<file path="src/rtl/mul32_pkg.sv">
// Shared types and constants for the 32x32 sequential multiplier.
// Holds the FSM state enum and iteration sizing.
package mul32_pkg;

  localparam int WIDTH      = 32;
  localparam int ITERATIONS = 32;
  localparam int CNT_W      = 5;

  localparam logic [CNT_W-1:0] LAST_ITER = CNT_W'(ITERATIONS - 1);

  typedef enum logic [1:0] {
    IDLE,
    RUN,
    DONE
  } state_e;

endpackage

</file>
<file path="src/rtl/mul32_seq_adder32.sv">
// 32-bit ripple-carry adder used by the shift-add step.
// Carry-out is the true bit-32 carry of a + b + cin.
module adder32
  import mul32_pkg::*;
(
  input  logic [31:0] a_i,
  input  logic [31:0] b_i,
  input  logic        cin_i,
  output logic [31:0] sum_o,
  output logic        cout_o
);

  logic [WIDTH:0] carry;

  // Bit-serial ripple of the carry chain.
  always_comb begin
    carry    = '0;
    sum_o    = '0;
    carry[0] = cin_i;
    for (int i = 0; i < WIDTH; i++) begin
      sum_o[i]   = a_i[i] ^ b_i[i] ^ carry[i];
      carry[i+1] = (a_i[i] & b_i[i])
                 | (carry[i] & (a_i[i] ^ b_i[i]));
    end
    cout_o = carry[WIDTH];
  end

endmodule

</file>
<file path="src/rtl/mul32_seq.sv">
// Sequential 32x32 unsigned shift-add multiplier.
// One add/shift per cycle, fixed 32-cycle latency.
module mul32_seq
  import mul32_pkg::*;
(
  input  logic        clk,
  input  logic        rst,
  input  logic        in_valid,
  output logic        in_ready,
  input  logic [31:0] a,
  input  logic [31:0] b,
  output logic        out_valid,
  input  logic        out_ready,
  output logic [63:0] product
);

  state_e           state_q, state_d;
  logic [CNT_W-1:0] cnt_q, cnt_d;
  logic [31:0]      mcand_q, mcand_d;
  // {high, low}; the add carry lands in bit 63
  // after the shift, so it is never stored above.
  logic [63:0]      acc_q, acc_d;

  logic [31:0]      add_sum;
  logic             add_cout;
  logic [31:0]      hi_sel;
  logic             c_sel;

  adder32 u_add (
    .a_i    (acc_q[63:32]),
    .b_i    (mcand_q),
    .cin_i  (1'b0),
    .sum_o  (add_sum),
    .cout_o (add_cout)
  );

  // Select add or pass-through for the high half.
  always_comb begin
    c_sel  = 1'b0;
    hi_sel = acc_q[63:32];
    if (acc_q[0]) begin
      c_sel  = add_cout;
      hi_sel = add_sum;
    end
  end

  // Next-state, datapath update and handshake outputs.
  always_comb begin
    state_d   = state_q;
    cnt_d     = cnt_q;
    mcand_d   = mcand_q;
    acc_d     = acc_q;
    in_ready  = 1'b0;
    out_valid = 1'b0;
    unique case (state_q)
      IDLE: begin
        in_ready = 1'b1;
        if (in_valid) begin
          mcand_d = a;
          acc_d   = {32'd0, b};
          cnt_d   = '0;
          state_d = RUN;
        end
      end
      RUN: begin
        acc_d = {c_sel, hi_sel, acc_q[31:1]};
        cnt_d = cnt_q + 1'b1;
        if (cnt_q == LAST_ITER) begin
          state_d = DONE;
        end
      end
      DONE: begin
        out_valid = 1'b1;
        if (out_ready) begin
          state_d = IDLE;
        end
      end
      default: state_d = IDLE;
    endcase
  end

  // State and datapath registers, synchronous reset.
  always_ff @(posedge clk) begin
    if (rst) begin
      state_q <= IDLE;
      cnt_q   <= '0;
      mcand_q <= '0;
      acc_q   <= '0;
    end else begin
      state_q <= state_d;
      cnt_q   <= cnt_d;
      mcand_q <= mcand_d;
      acc_q   <= acc_d;
    end
  end

  assign product = acc_q;

endmodule

</file>
<file path="config.mk">
export PLATFORM = sky130hd
export DESIGN_NAME = mul32_seq
export DESIGN_NICKNAME = d
export VERILOG_FILES = /design/src/rtl/mul32_pkg.sv /design/src/rtl/mul32_seq_adder32.sv /design/src/rtl/mul32_seq.sv
export SDC_FILE = /design/constraint.sdc
export NUM_CORES = 1
export LEC_CHECK = 0
export BUFFER_PORTS_ARGS = -buffer_cell sky130_fd_sc_hd__buf_2
export CAP_MARGIN = 20
export CORE_UTILIZATION = 40
export DETAILED_ROUTE_END_ITERATION = 10
export PLACE_DENSITY = 0.6
export SLEW_MARGIN = 20
export SYNTH_ARGS = -nofsm -noshare
export SYNTH_HDL_FRONTEND = slang
export SYNTH_SLANG_ARGS = --single-unit
</file>
<file path="constraint.sdc">
create_clock -name clk -period 16.1 [get_ports clk]
set_input_delay 3.22 -clock clk [delete_from_list [all_inputs] [get_ports clk]]
set_output_delay 3.22 -clock clk [all_outputs]
set_load 0.1 [all_outputs]
</file>
== Yosys cells after proc, flatten, opt, wreduce, memory -nomap -nowiden ==
Index checks and enable logic that the tools add are counted.
Word-level totals
  register bits: 103
  input port bits: 68
  output and inout port bits: 66
  logic and storage cells: 185
Cells by class
  add/sub/neg operators: 1
  equality and inequality tests: 6
  muxes and demuxes: 12
  bitwise logic cells: 157
  reductions and logical operators: 5
Operators by type and width (number)
  $pmux W64 S2: 1
  $mux W64: 1
  $and A1 B1 Y1: 63
  $xor A1 B1 Y1: 63
  $mux W32: 1
  $or A1 B1 Y1: 31
  $pmux W5 S2: 1
  $mux W2: 3
  $ne A2 B2 Y1 const B: 3
  $pmux W2 S3: 1
  $add A5 B1 Y5 const B: 1
  $eq A5 B5 Y1 const B: 1
  $mux W5: 1
  $reduce_and A2 Y1: 2
  $mux W1: 3
  $reduce_and A3 Y1: 1
  $eq A2 B1 Y1 const B: 1
  $eq A2 B2 Y1 const B: 1
  $logic_not A2 Y1: 1
  $reduce_bool A2 Y1: 1

== Logic depth before layout (Yosys ltp) ==
Gate-level depths: netlist of the first run.
  depth in word-level cells: 65
  depth in mapped cells: 37
  mapped depth without buffers: 37

== Cells and area by module ==
From an unflattened synthesis of the first run, not the netlist that was laid out.
Second synthesis, totals
  cell total of the unflattened synthesis: 577
  area, all modules: 5006.1 µm²
Modules (own cells, without submodules)
  mul32_seq: times used 1, cells each 535, area each 4327.9 µm², seq. area each 2062.0 µm²
  adder32: times used 1, cells each 42, area each 678.2 µm², seq. area each 0.0 µm²

== Least setup slack after synthesis of the first run ==
OpenSTA, ideal clock, no wires.
  kind: flip-flop to flip-flop
  start: register acc_q[32], in the netlist product[32]
  end: register acc_q[62], in the netlist product[62]
  library setup time: 0.132 ns
  arrival: 13.050 ns
  required time: 15.968 ns
  setup slack: 2.918 ns
  cell stages (with the launch flop): 38
  path buffers: 0
  clock period less this slack: 13.182 ns
  cells stage by stage: dfxtp_1 -> ha_1 -> fa_1 -> fa_1 -> fa_1 -> fa_1 -> fa_1 -> fa_1 -> fa_1 -> fa_1 -> fa_1 -> fa_1 -> fa_1 -> fa_1 -> fa_1 -> fa_1 -> fa_1 -> fa_1 -> [... 2 more ...] -> fa_1 -> fa_1 -> fa_1 -> fa_1 -> fa_1 -> fa_1 -> fa_1 -> fa_1 -> fa_1 -> fa_1 -> fa_1 -> inv_1 -> fa_1 -> inv_1 -> fa_1 -> mux2_2 -> nand2_1 -> a21oi_1
On the way
  longest elaborated chain between the ends: 64
RTL lines
  start: declaration: RTL line mul32_seq.sv:22  | logic [63:0] acc_q, acc_d;
  start signal: assignment: RTL line mul32_seq.sv:88  | acc_q <= '0;
  start signal: assignment: RTL line mul32_seq.sv:93  | acc_q <= acc_d;
  $and A1 B1 Y1: RTL line mul32_seq_adder32.sv:22  | carry[i+1] = (a_i[i] & b_i[i])
  $and A1 B1 Y1: RTL line mul32_seq_adder32.sv:23  | | (carry[i] & (a_i[i] ^ b_i[i]));
  $or A1 B1 Y1: RTL line mul32_seq_adder32.sv:23
  $and A1 B1 Y1: RTL line mul32_seq_adder32.sv:23
  $or A1 B1 Y1: RTL line mul32_seq_adder32.sv:23
  $and A1 B1 Y1: RTL line mul32_seq_adder32.sv:23
  $or A1 B1 Y1: RTL line mul32_seq_adder32.sv:23
  $and A1 B1 Y1: RTL line mul32_seq_adder32.sv:23
  [... 48 more ...]
  $or A1 B1 Y1: RTL line mul32_seq_adder32.sv:23
  $and A1 B1 Y1: RTL line mul32_seq_adder32.sv:23
  $or A1 B1 Y1: RTL line mul32_seq_adder32.sv:23
  $and A1 B1 Y1: RTL line mul32_seq_adder32.sv:23
  $or A1 B1 Y1: RTL line mul32_seq_adder32.sv:23
  $xor A1 B1 Y1: RTL line mul32_seq_adder32.sv:21  | sum_o[i] = a_i[i] ^ b_i[i] ^ carry[i];
  $mux W32: RTL line mul32_seq.sv:41  | if (acc_q[0]) begin
  $pmux W64 S2: RTL line mul32_seq.sv:55  | unique case (state_q)
Every way passes these cells.
A chain may end at the register's enable or synchronous reset.

== Worst setup path after layout of the first run ==
Same ends and word-level chain as after synthesis.

==> key figures, run 1 <==
Floorplan
  • I/O pins: 134
  • Rows: 40
  • Die height: 113 µm
  • Starting density of the core: 41.2%
  • Core Box Area: 12,100 µm²
  • Die Wd: 113 µm
  • Full die area: 12,900 µm²

Clocking
  • Worst-case clock buffer depth: 2
  • Clock transition at path regs: 60 ps
  • Root Buffer: clkbuf_16
  • Worst skew pair latency: 350 ps
  • CTS sink cnt: 103
  • CTS Hold Bufs: 0
  • Post-CTS Setup Inserts: 0
  • # H-tree levels: 3
  • Cts repair resizes: 0
  • CTS tree: built
  • Total CTS buffers: 9

Place
  • Cells after DPL: 827
  • Final Wtd Congestion: 0.754
  • Post-DP HPWL: 7.71 mm
  • PortBufs: 133
  • Area after DPL: 5650 µm²

Route
  • Drc violations: 0
  • WL/cell: 13.9 µm
  • Routed Antenna Nets: 0
  • DR iter-0 viols: 294
  • First drt pass iteration count: 4
  • Vias per cell: 4.99
  • Total vias in the final route: 4,196
  • WL final: 11.7 mm

Timing
  • WHS: 460 ps
  • Fin Setup TNS: 0 ps
  • Final hold viol count: 0
  • Final setup viols: 0
  • Slew HR: 25.3%
  • Max Transition Viols Final: 0
  • Clock Skews: 6.51 ps
  • Unrepaired setup endpoints after global routing: false
  • Period minus WS final: 13,210 ps
  • Fin crit share: 82.0%
  • F_max: 75.7 MHz
  • Worst Max-Slew Pin Slew: 1120 ps

Yosys
  • Post-synth net total: 672
  • Warnings, synthesis: 0
  • Syn Area/Cell: 8.71 µm²
  • Cells after Synth: 570
  • Seq/Total Area, Yosys: 41.5%
  • Netlist cell types: 29
  • Number of flops mapped to enable cells by yosys: 0
  • Synth Flop Type: dfxtp_1
  • Post-Syn Area: 4970 µm²
  • Ys async rst share: 0%
  • #FFs+latches synth: 103

Global route
  • Initial antenna violation count: 0
  • Grt ovf: 0
  • First-pass GRT wire length: 19.8 mm
  • GRT Resource Usage Total: 19.3%
  • Vias in the first global route: 4,023
  • Largest net degree at the start of global routing: 104

Final layout
  • N_diodes: 0
  • Layout cells sized above 1: 27.6%
  • Fillers: 1,220
  • Nets: 772
  • Area delta synth->final: 19.4%
  • Post-route cell area: 5930 µm²
  • Post-route insts no fill: 841

Power and ir drop
  • Peak VDD IR: 0.0630 mV
  • Pleak: 2.65 nW
  • Cell Pwr Density: 108 nW/µm²

Setup path
  • Critical Path RT: 16,290 ps
  • Crit Path Category: reg -> reg
  • R2r setup slk: 2890 ps
  • Worst EP arrival: 13,390 ps
  • Worst Setup SP: product[32]
  • Worst path bufs/invs: 2
  • FF-to-FF Start: product[32]
  • Worst setup EP type: flip-flop
  • Worst path slowest cell: fa_1
  • Setup crit start kind: flip-flop
  • Crit path max fanout: 4
  • Worst path top cell family by delay: adder cells
  • Most used cell along the critical path: fa_1
  • Worst path max stage delay: 430 ps

Run status
  • Status: completed

Worst hold path
  • Worst Hold Class: reg -> reg
  • HP Start: mcand_q[30]

Run
  • Max-cap check violation count: 0
==> where the power goes <==
part | switching [W] | total, W | internal, W
sequential | 0.0000154 | 0.000285 | 0.000270
clock | 0.0000892 | 0.000209 | 0.000120
combinational | 0.000110 | 0.000144 | 0.0000335
total | 0.000215 | 0.000638 | 0.000423
==> cell type report <==
class                           count  area, µm²  area share (%)
Multi-Input combinational cell    413       2640            44.5
Timing Repair Buffer              138        718            12.1
Sequential cell                   103       2060            34.8
Inverter                            5       18.8           0.316
Tap cell                          168        210            3.54
Clock buffer                       14        284            4.79
==> kinds of logic (layout without fill, tap and decap cells) <==
| group | count (synthesis) | after routing | synth area share (%) |
|---|---|---|---|
| and+or+nand+nor | 275 | 275 | 24.7 |
| DFF | 103 | 103 | 41.5 |
| AOI/OAI and AO/OA | 73 | 73 | 7.76 |
| buffers and inverters | 54 | 157 | 5.77 |
| adders and majority gates | 34 | 34 | 13.2 |
| muxes | 31 | 31 | 7.00 |
==> final timing paths <==
path         depth (start not counted)     endpoint
max                                 37  product[62]
min                                  2  mcand_q[30]
max reg2reg                         37  product[62]
min reg2reg                          2  mcand_q[30]
==> worst reg2reg max path, delay by kind of cell, from the launching register on <==
family	cells	cell delay, ps
buf+inv	2	130
mux	1	270
compound gates	1	60
simple gates	1	60
fa+ha+maj	32	12170
flops	1	340
==> cell usage after synthesis (17+ instances only) <==
master	number	area share (%)
a21oi_1	64	6.4
buf_2	22	2.2
clkbuf_1	17	1.3
dfxtp_1	103	42
fa_1	31	12
mux2_2	30	6.8
nand2_1	97	7.3
nand3_1	35	3.5
nor2_1	69	5.2
nor3_1	32	3.2
nor4_1	32	4.0
==> through the flow <==
stage | power, W | util (%) | worst slack, ps
floorplan | 0.000407 | - | 2920
global placement | 0.000433 | 46.6 | 3100
detailed placement | 0.000436 | 46.8 | 2920
CTS | 0.000647 | 49.2 | 2860
global route | 0.000668 | 49.2 | 2440
finish | 0.000638 | 49.2 | 2890
==> layout by cell type (no fill, tap or decap), types with 2 or more instances in the layout <==
master,n
a21oi_1,64
a22oi_1,3
a31oi_1,2
buf_2,132
buf_4,5
clkbuf_16,9
clkbuf_8,4
dfxtp_1,102
fa_1,31
ha_1,3
inv_1,5
mux2_2,30
nand2_1,97
nand3_1,35
nand3b_1,2
nor2_1,69
nor2b_1,2
nor3_1,32
nor4_1,32
==> registers in the layout (all words and copies together), names as in the netlist <==
register	cells
cnt_q	5
mcand_q	32
state_q	2
product	64
==> per-layer routing <==
layer,track usage [%],routed length (µm),vias to the layer above
met5,0,0,-
met4,5.61,204,0
met3,5.15,475,12
met2,33.4,5840,76
met1,23.6,5130,1981
li1,-,-,2127
Note: power is estimated with default switching activity, not from simulation.
==> inputs of run 2 (changes only) <==
- clock period: 16.1 -> 12.2 ns (I/O delays scaled with it)
==> key figures, run 2 (same netlist as run 1, synthesis figures left out) <==
Clocking
  • Worst-case clock buffer depth: 2 (unchanged)
  • CTS sink cnt: 103 (unchanged)
  • CTS Hold Bufs: 0 (unchanged)
  • CTS tree: built (unchanged)
  • Post-CTS Setup Inserts: 0 (unchanged)
  • Clock transition at path regs: 70 ps (was 60 ps)
  • Root Buffer: clkbuf_16 (unchanged)
  • Total CTS buffers: 9 (unchanged)
  • # H-tree levels: 3 (unchanged)
  • Worst skew pair latency: 350 ps (about the same)

Timing
  • Clock Skews: 9.30 ps (was 6.51 ps)
  • Worst Max-Slew Pin Slew: 1110 ps (was 1120 ps)
  • Final worst slack: 321 ps (was 2890 ps)
  • Unrepaired setup endpoints after global routing: false (unchanged)
  • Period minus WS final: 11,880 ps (was 13,210 ps)
  • Fin crit share: 97.4% (was 82.0%)
  • Max Transition Viols Final: 0 (unchanged)
  • F_max: 84.2 MHz (was 75.7 MHz)
  • Final hold viol count: 0 (unchanged)
  • Final setup viols: 0 (unchanged)
  • Slew HR: 25.9% (was 25.3%)

Setup path
  • Worst setup EP type: flip-flop (unchanged)
  • Worst path bufs/invs: 2 (unchanged)
  • Crit Path Category: reg -> reg (unchanged)
  • Worst EP arrival: 12,070 ps (was 13,390 ps)
  • Worst path top cell family by delay: adder cells (unchanged)
  • Setup crit start kind: flip-flop (unchanged)
  • Most used cell along the critical path: fa_2 (was fa_1)
  • Crit path max fanout: 2 (was 4)
  • Worst path max stage delay: 410 ps (was 430 ps)
  • Critical Path RT: 12,390 ps (was 16,290 ps)
  • Worst path slowest cell: fa_1 (unchanged)

Final layout
  • Most common cell after layout, fill and taps aside: buf_2 (unchanged)
  • Post-route cell area: 6070 µm² (was 5930 µm²)
  • Most frequent cells in the layout: 132 x buf_2, 100 x dfxtp_1, 97 x nand2_1 (was 132 x buf_2, 102 x dfxtp_1, 97 x nand2_1)
  • Layout cells sized above 1: 32.8% (was 27.6%)
  • Number of flip-flops in the largest register: 64 (unchanged)
  • Final Core Density: 50.3% (was 49.2%)
  • Area delta synth->final: 22.2% (was 19.4%)
  • Nets: 774 (was 772)

Route
  • Drc violations: 0 (unchanged)
  • WL final: 12.0 mm (was 11.7 mm)
  • WL/cell: 14.2 µm (was 13.9 µm)
  • Vias per cell: 5.07 (was 4.99)
  • DR iter-0 viols: 265 (was 294)
  • Total vias in the final route: 4,285 (was 4,196)
  • First drt pass iteration count: 6 (was 4)
  • Routed Antenna Nets: 0 (unchanged)

Run
  • Max-cap check violation count: 0 (unchanged)

Floorplan
  • Full die area: 12,900 µm² (unchanged)
  • Starting density of the core: 41.2% (unchanged)
  • Core Box Area: 12,100 µm² (unchanged)
  • I/O pins: 134 (unchanged)
  • Rows: 40 (unchanged)
  • Die Wd: 113 µm (unchanged)
  • Die height: 113 µm (unchanged)

Power and ir drop
  • Pleak: 2.61 nW (was 2.65 nW)
  • Sw Ratio: 33.9% (was 33.7%)
  • Cell Pwr Density: 144 nW/µm² (was 108 nW/µm²)
  • Switching power: 0.000296 W (was 0.000215 W)
  • Peak VDD IR: 0.0878 mV (was 0.0630 mV)
  • Power Internal: 0.000577 W (was 0.000423 W)
  • Comb pwr share: 21.9% (was 22.5%)
  • Clock Power Share: 34.9% (was 32.8%)
  • Sequential Power Share: 43.2% (was 44.7%)

Global route
  • First-pass GRT wire length: 19.7 mm (was 19.8 mm)
  • Largest net degree at the start of global routing: 104 (unchanged)
  • Initial antenna violation count: 1 (was 0)
  • GRT Resource Usage Total: 19.4% (was 19.3%)
  • Vias in the first global route: 3,986 (was 4,023)
  • Grt ovf: 0 (unchanged)

Place
  • Post-DP HPWL: 7.84 mm (was 7.71 mm)
  • PortBufs: 133 (unchanged)
  • Final Wtd Congestion: 0.743 (was 0.754)
  • Place WS: -262 ps (was 2920 ps)
  • Area after DPL: 5720 µm² (was 5650 µm²)

Worst hold path
  • Worst Hold Class: reg -> reg (unchanged)

Run status
  • Status: completed (unchanged)
## run 2: changes by cell type in the layout (fill, tap and decap cells not counted), moves of 2 or more
cell	previous run	this run
dfxtp_1	102	100
fa_2	0	28
fa_1	31	3
buf_4	5	7
## run 2: worst paths after layout
| check | startpoint | to | slack, ps | depth (start not counted) |
|---|---|---|---|---|
| max | product[32] | product[62] | 320 | 37 |
| min reg2reg | mcand_q[30] | mcand_q[30] | 460 | 2 |
| min | mcand_q[30] | mcand_q[30] | 460 | 2 |
| max reg2reg | product[32] | product[62] | 320 | 37 |
## run 2: metal layers
layer / vias to the layer above / wire length, µm / track usage, %
met4: 0 / 173 / 5.44
met2: 109 / 5880 / 32.0
met1: 2032 / 5390 / 24.9
met3: 14 / 572 / 5.31
met5: - / 0 / 0
li1: 2130 / - / -
## run 2: layout make-up
class | instances | area [µm²]
Antenna cell | 1 | 2.50
Clock buffer | 12 | 267
Clock inverter | 4 | 51.3
Fill cell | 1183 | 5990
Inverter | 5 | 18.8
Multi-Input combinational cell | 413 | 2720
Sequential cell | 103 | 2070
Tap cell | 168 | 210
Timing Repair Buffer | 140 | 733
## run 2: tightest hold or removal path, cell delays in order, from the launching register on
cell and delay [ps]:
dfxtp_1 310, nand2_1 50, a21oi_1 50
## run 2: power groups by stage
stage / Sequential, W / Clock, W / Combinational, W
final: 0.000376 / 0.000305 / 0.000191
after CTS: 0.000377 / 0.000314 / 0.000192
after global placement: 0.000383 / 0 / 0.000189
after floorplan: 0.000464 / 0 / 0.0000739
after global routing: 0.000380 / 0.000327 / 0.000204
after detailed placement: 0.000384 / 0 / 0.000192
## run 2: through the flow
| stage | hold WS [ps] | power [W] | cells | setup TNS (ps) |
|---|---|---|---|---|
| floorplan | 436 | 0.000538 | 570 | 0 |
| global placement | 445 | 0.000572 | 828 | -95.7 |
| detailed placement | 454 | 0.000576 | 829 | -262 |
| CTS | 464 | 0.000884 | 845 | 0 |
| global route | 504 | 0.000911 | 845 | 0 |
| finish | 463 | 0.000872 | 846 | 0 |
## run 2: timing repair
action                                  in CTS  in global routing
endpoints found under the hold margin        0                  0
gates resized for setup                      6                  7
gates cloned                                 0                  0
endpoints found under the setup margin       2                  2
pin swaps                                    0                  0
==> inputs of run 3 (changes only) <==
- CORE_MARGIN: not set -> 1.5
- clock period: 12.2 -> 11.6 ns (I/O delays scaled with it)
==> key figures, run 3 (same netlist as run 1, synthesis figures left out) <==
Timing
  • Final setup viols: 1 (was 0)
  • Final worst slack: -163 ps (was 321 ps)
  • Final hold viol count: 0 (unchanged)
  • WHS: 458 ps (was 463 ps)
  • Max Transition Viols Final: 0 (unchanged)
  • Worst Max-Slew Pin Slew: 1140 ps (was 1110 ps)
  • Slew HR: 23.7% (was 25.9%)
  • Fin crit share: 101% (was 97.4%)
  • F_max: 85.0 MHz (was 84.2 MHz)
  • Clock Skews: 9.17 ps (was 9.30 ps)
  • Fin Setup TNS: -163 ps (was 0 ps)
  • Period minus WS final: 11,760 ps (was 11,880 ps)
  • Unrepaired setup endpoints after global routing: true (was false)

Power and ir drop
  • Sequential Power Share: 43.3% (was 43.2%)
  • Pleak: 2.61 nW (about the same)
  • Switching power: 0.000308 W (was 0.000296 W)
  • Sw Ratio: 33.7% (was 33.9%)
  • Cell Pwr Density: 150 nW/µm² (was 144 nW/µm²)
  • Final Power: 0.000914 W (was 0.000872 W)
  • Comb pwr share: 22.1% (was 21.9%)
  • Power Internal: 0.000606 W (was 0.000577 W)
  • Peak VDD IR: 0.0656 mV (was 0.0878 mV)
  • Clock Power Share: 34.6% (was 34.9%)

Global route
  • Vias in the first global route: 4,070 (was 3,986)
  • GRT Resource Usage Total: 18.8% (was 19.4%)
  • Initial antenna violation count: 1 (unchanged)
  • Largest net degree at the start of global routing: 104 (unchanged)
  • Grt ovf: 0 (unchanged)
  • First-pass GRT wire length: 19.4 mm (was 19.7 mm)

Clocking
  • CTS Hold Bufs: 0 (unchanged)
  • Worst-case clock buffer depth: 2 (unchanged)
  • Total CTS buffers: 9 (unchanged)
  • CTS sink cnt: 103 (unchanged)
  • Worst skew pair latency: 350 ps (about the same)
  • CTS tree: built (unchanged)
  • # H-tree levels: 3 (unchanged)
  • Root Buffer: clkbuf_16 (unchanged)
  • Clock transition at path regs: 70 ps (about the same)

Place
  • Final Wtd Congestion: 0.738 (was 0.743)
  • PortBufs: 133 (unchanged)
  • Post-DP HPWL: 7.77 mm (was 7.84 mm)
  • Area after DPL: 5730 µm² (was 5720 µm²)
  • Cells after DPL: 828 (was 829)

Final layout
  • Most frequent cells in the layout: 132 x buf_2, 99 x dfxtp_1, 96 x nand2_1 (was 132 x buf_2, 100 x dfxtp_1, 97 x nand2_1)
  • Most common cell after layout, fill and taps aside: buf_2 (unchanged)
  • Layout cells sized above 1: 33.8% (was 32.8%)
  • Nets: 774 (unchanged)
  • Reg area: 2070 µm² (about the same)
  • Post-route insts no fill: 846 (unchanged)
  • Multi-input logic area: 2740 µm² (was 2720 µm²)
  • Fillers: 1,207 (was 1,183)
  • Post-route cell area: 6090 µm² (was 6070 µm²)
  • Area delta synth->final: 22.5% (was 22.2%)
  • Number of flip-flops in the largest register: 64 (unchanged)

Setup path
  • Worst path max stage delay: 390 ps (was 410 ps)
  • Worst setup EP type: flip-flop (unchanged)
  • Most used cell along the critical path: fa_2 (unchanged)
  • Critical Path RT: 11,790 ps (was 12,390 ps)
  • Worst path slowest cell: fa_2 (was fa_1)
  • Setup crit start kind: flip-flop (unchanged)
  • Worst EP arrival: 11,950 ps (was 12,070 ps)
  • Crit Path Category: reg -> reg (unchanged)
  • Crit path max fanout: 2 (unchanged)

Route
  • First drt pass iteration count: 4 (was 6)
  • Routed Antenna Nets: 0 (unchanged)
  • DR iter-0 viols: 226 (was 265)
  • Total vias in the final route: 4,315 (was 4,285)
  • Drc violations: 0 (unchanged)
  • Vias per cell: 5.10 (was 5.07)
  • WL/cell: 14.2 µm (about the same)
  • WL final: 12.0 mm (about the same)

Run status
  • Status: complete, but fails checks (was completed)
  • Failing checks: setup timing

Floorplan
  • Core Box Area: 12,100 µm² (unchanged)
  • Die Wd: 114 µm (was 113 µm)
  • Starting density of the core: 41.2% (unchanged)
  • Rows: 40 (unchanged)
  • I/O pins: 134 (unchanged)
  • Die height: 114 µm (was 113 µm)
  • Full die area: 13,100 µm² (was 12,900 µm²)

Worst hold path
  • Worst Hold Class: reg -> reg (unchanged)

Run
  • Max-cap check violation count: 0 (unchanged)
==> run 3: area by class of cell <==
type                    count  share of cell area [%]
multi-input cells         413                    45.1
flip-flops and latches    103                    34.0
repair buffers            140                    12.0
clock buffers              13                    4.44
well taps                 168                    3.45
clock inverters             3                   0.658
inverters                   5                   0.308
diodes                      1                  0.0411
==> run 3: what timing repair did <==
action,4_1_cts,5_1_grt
gates resized for setup,4,5
setup buffers,0,0
gates cloned,0,0
pin swaps,1,1
endpoints found under the setup margin,1,3
==> run 3: worst paths after layout <==
check | slack, ps | end | startpoint | cells after the start
worst max-delay path | -160 | product[62] | product[32] | 37
worst max register to register | -160 | product[62] | product[32] | 37
worst min register to register | 460 | mcand_q[30] | mcand_q[30] | 2
worst min-delay path | 460 | mcand_q[30] | mcand_q[30] | 2
==> run 3: through the flow <==
stage          setup WS (ps)  utilization (%)
6_report                -163             50.5
5_1_grt                 -448             50.4
4_1_cts                 -204             50.1
3_5_place_dp            -261             47.5
3_3_place_gp            -146             47.5
2_1_floorplan          -78.7                -
==> run 3: power groups by stage <==
stage | Combinational, W | Clock, W | Sequential, W
4_1_cts | 0.000202 | 0.000323 | 0.000396
3_5_place_dp | 0.000201 | 0 | 0.000404
2_1_floorplan | 0.0000778 | 0 | 0.000488
6_report | 0.000202 | 0.000317 | 0.000396
3_3_place_gp | 0.000199 | 0 | 0.000403
5_1_grt | 0.000215 | 0.000336 | 0.000400
==> run 3: routing by layer <==
| metal | global-route usage [%] | wire length [µm] | vias to the layer above |
|---|---|---|---|
| met1 | 23.7 | 5430 | 2093 |
| met3 | 3.76 | 474 | 12 |
| met4 | 8.00 | 224 | 0 |
| met2 | 31.4 | 5900 | 80 |
| li1 | - | - | 2130 |
| met5 | 0 | 0 | - |
==> run 3: worst max-delay path, delay by kind of cell (launching register included) <==
family                     cells  cell delay (ps)
adders and majority gates     32            10700
DFF                            1              350
muxes                          1              270
AOI/OAI and AO/OA              1               50
buffers and inverters          2              110
and+or+nand+nor                1               80
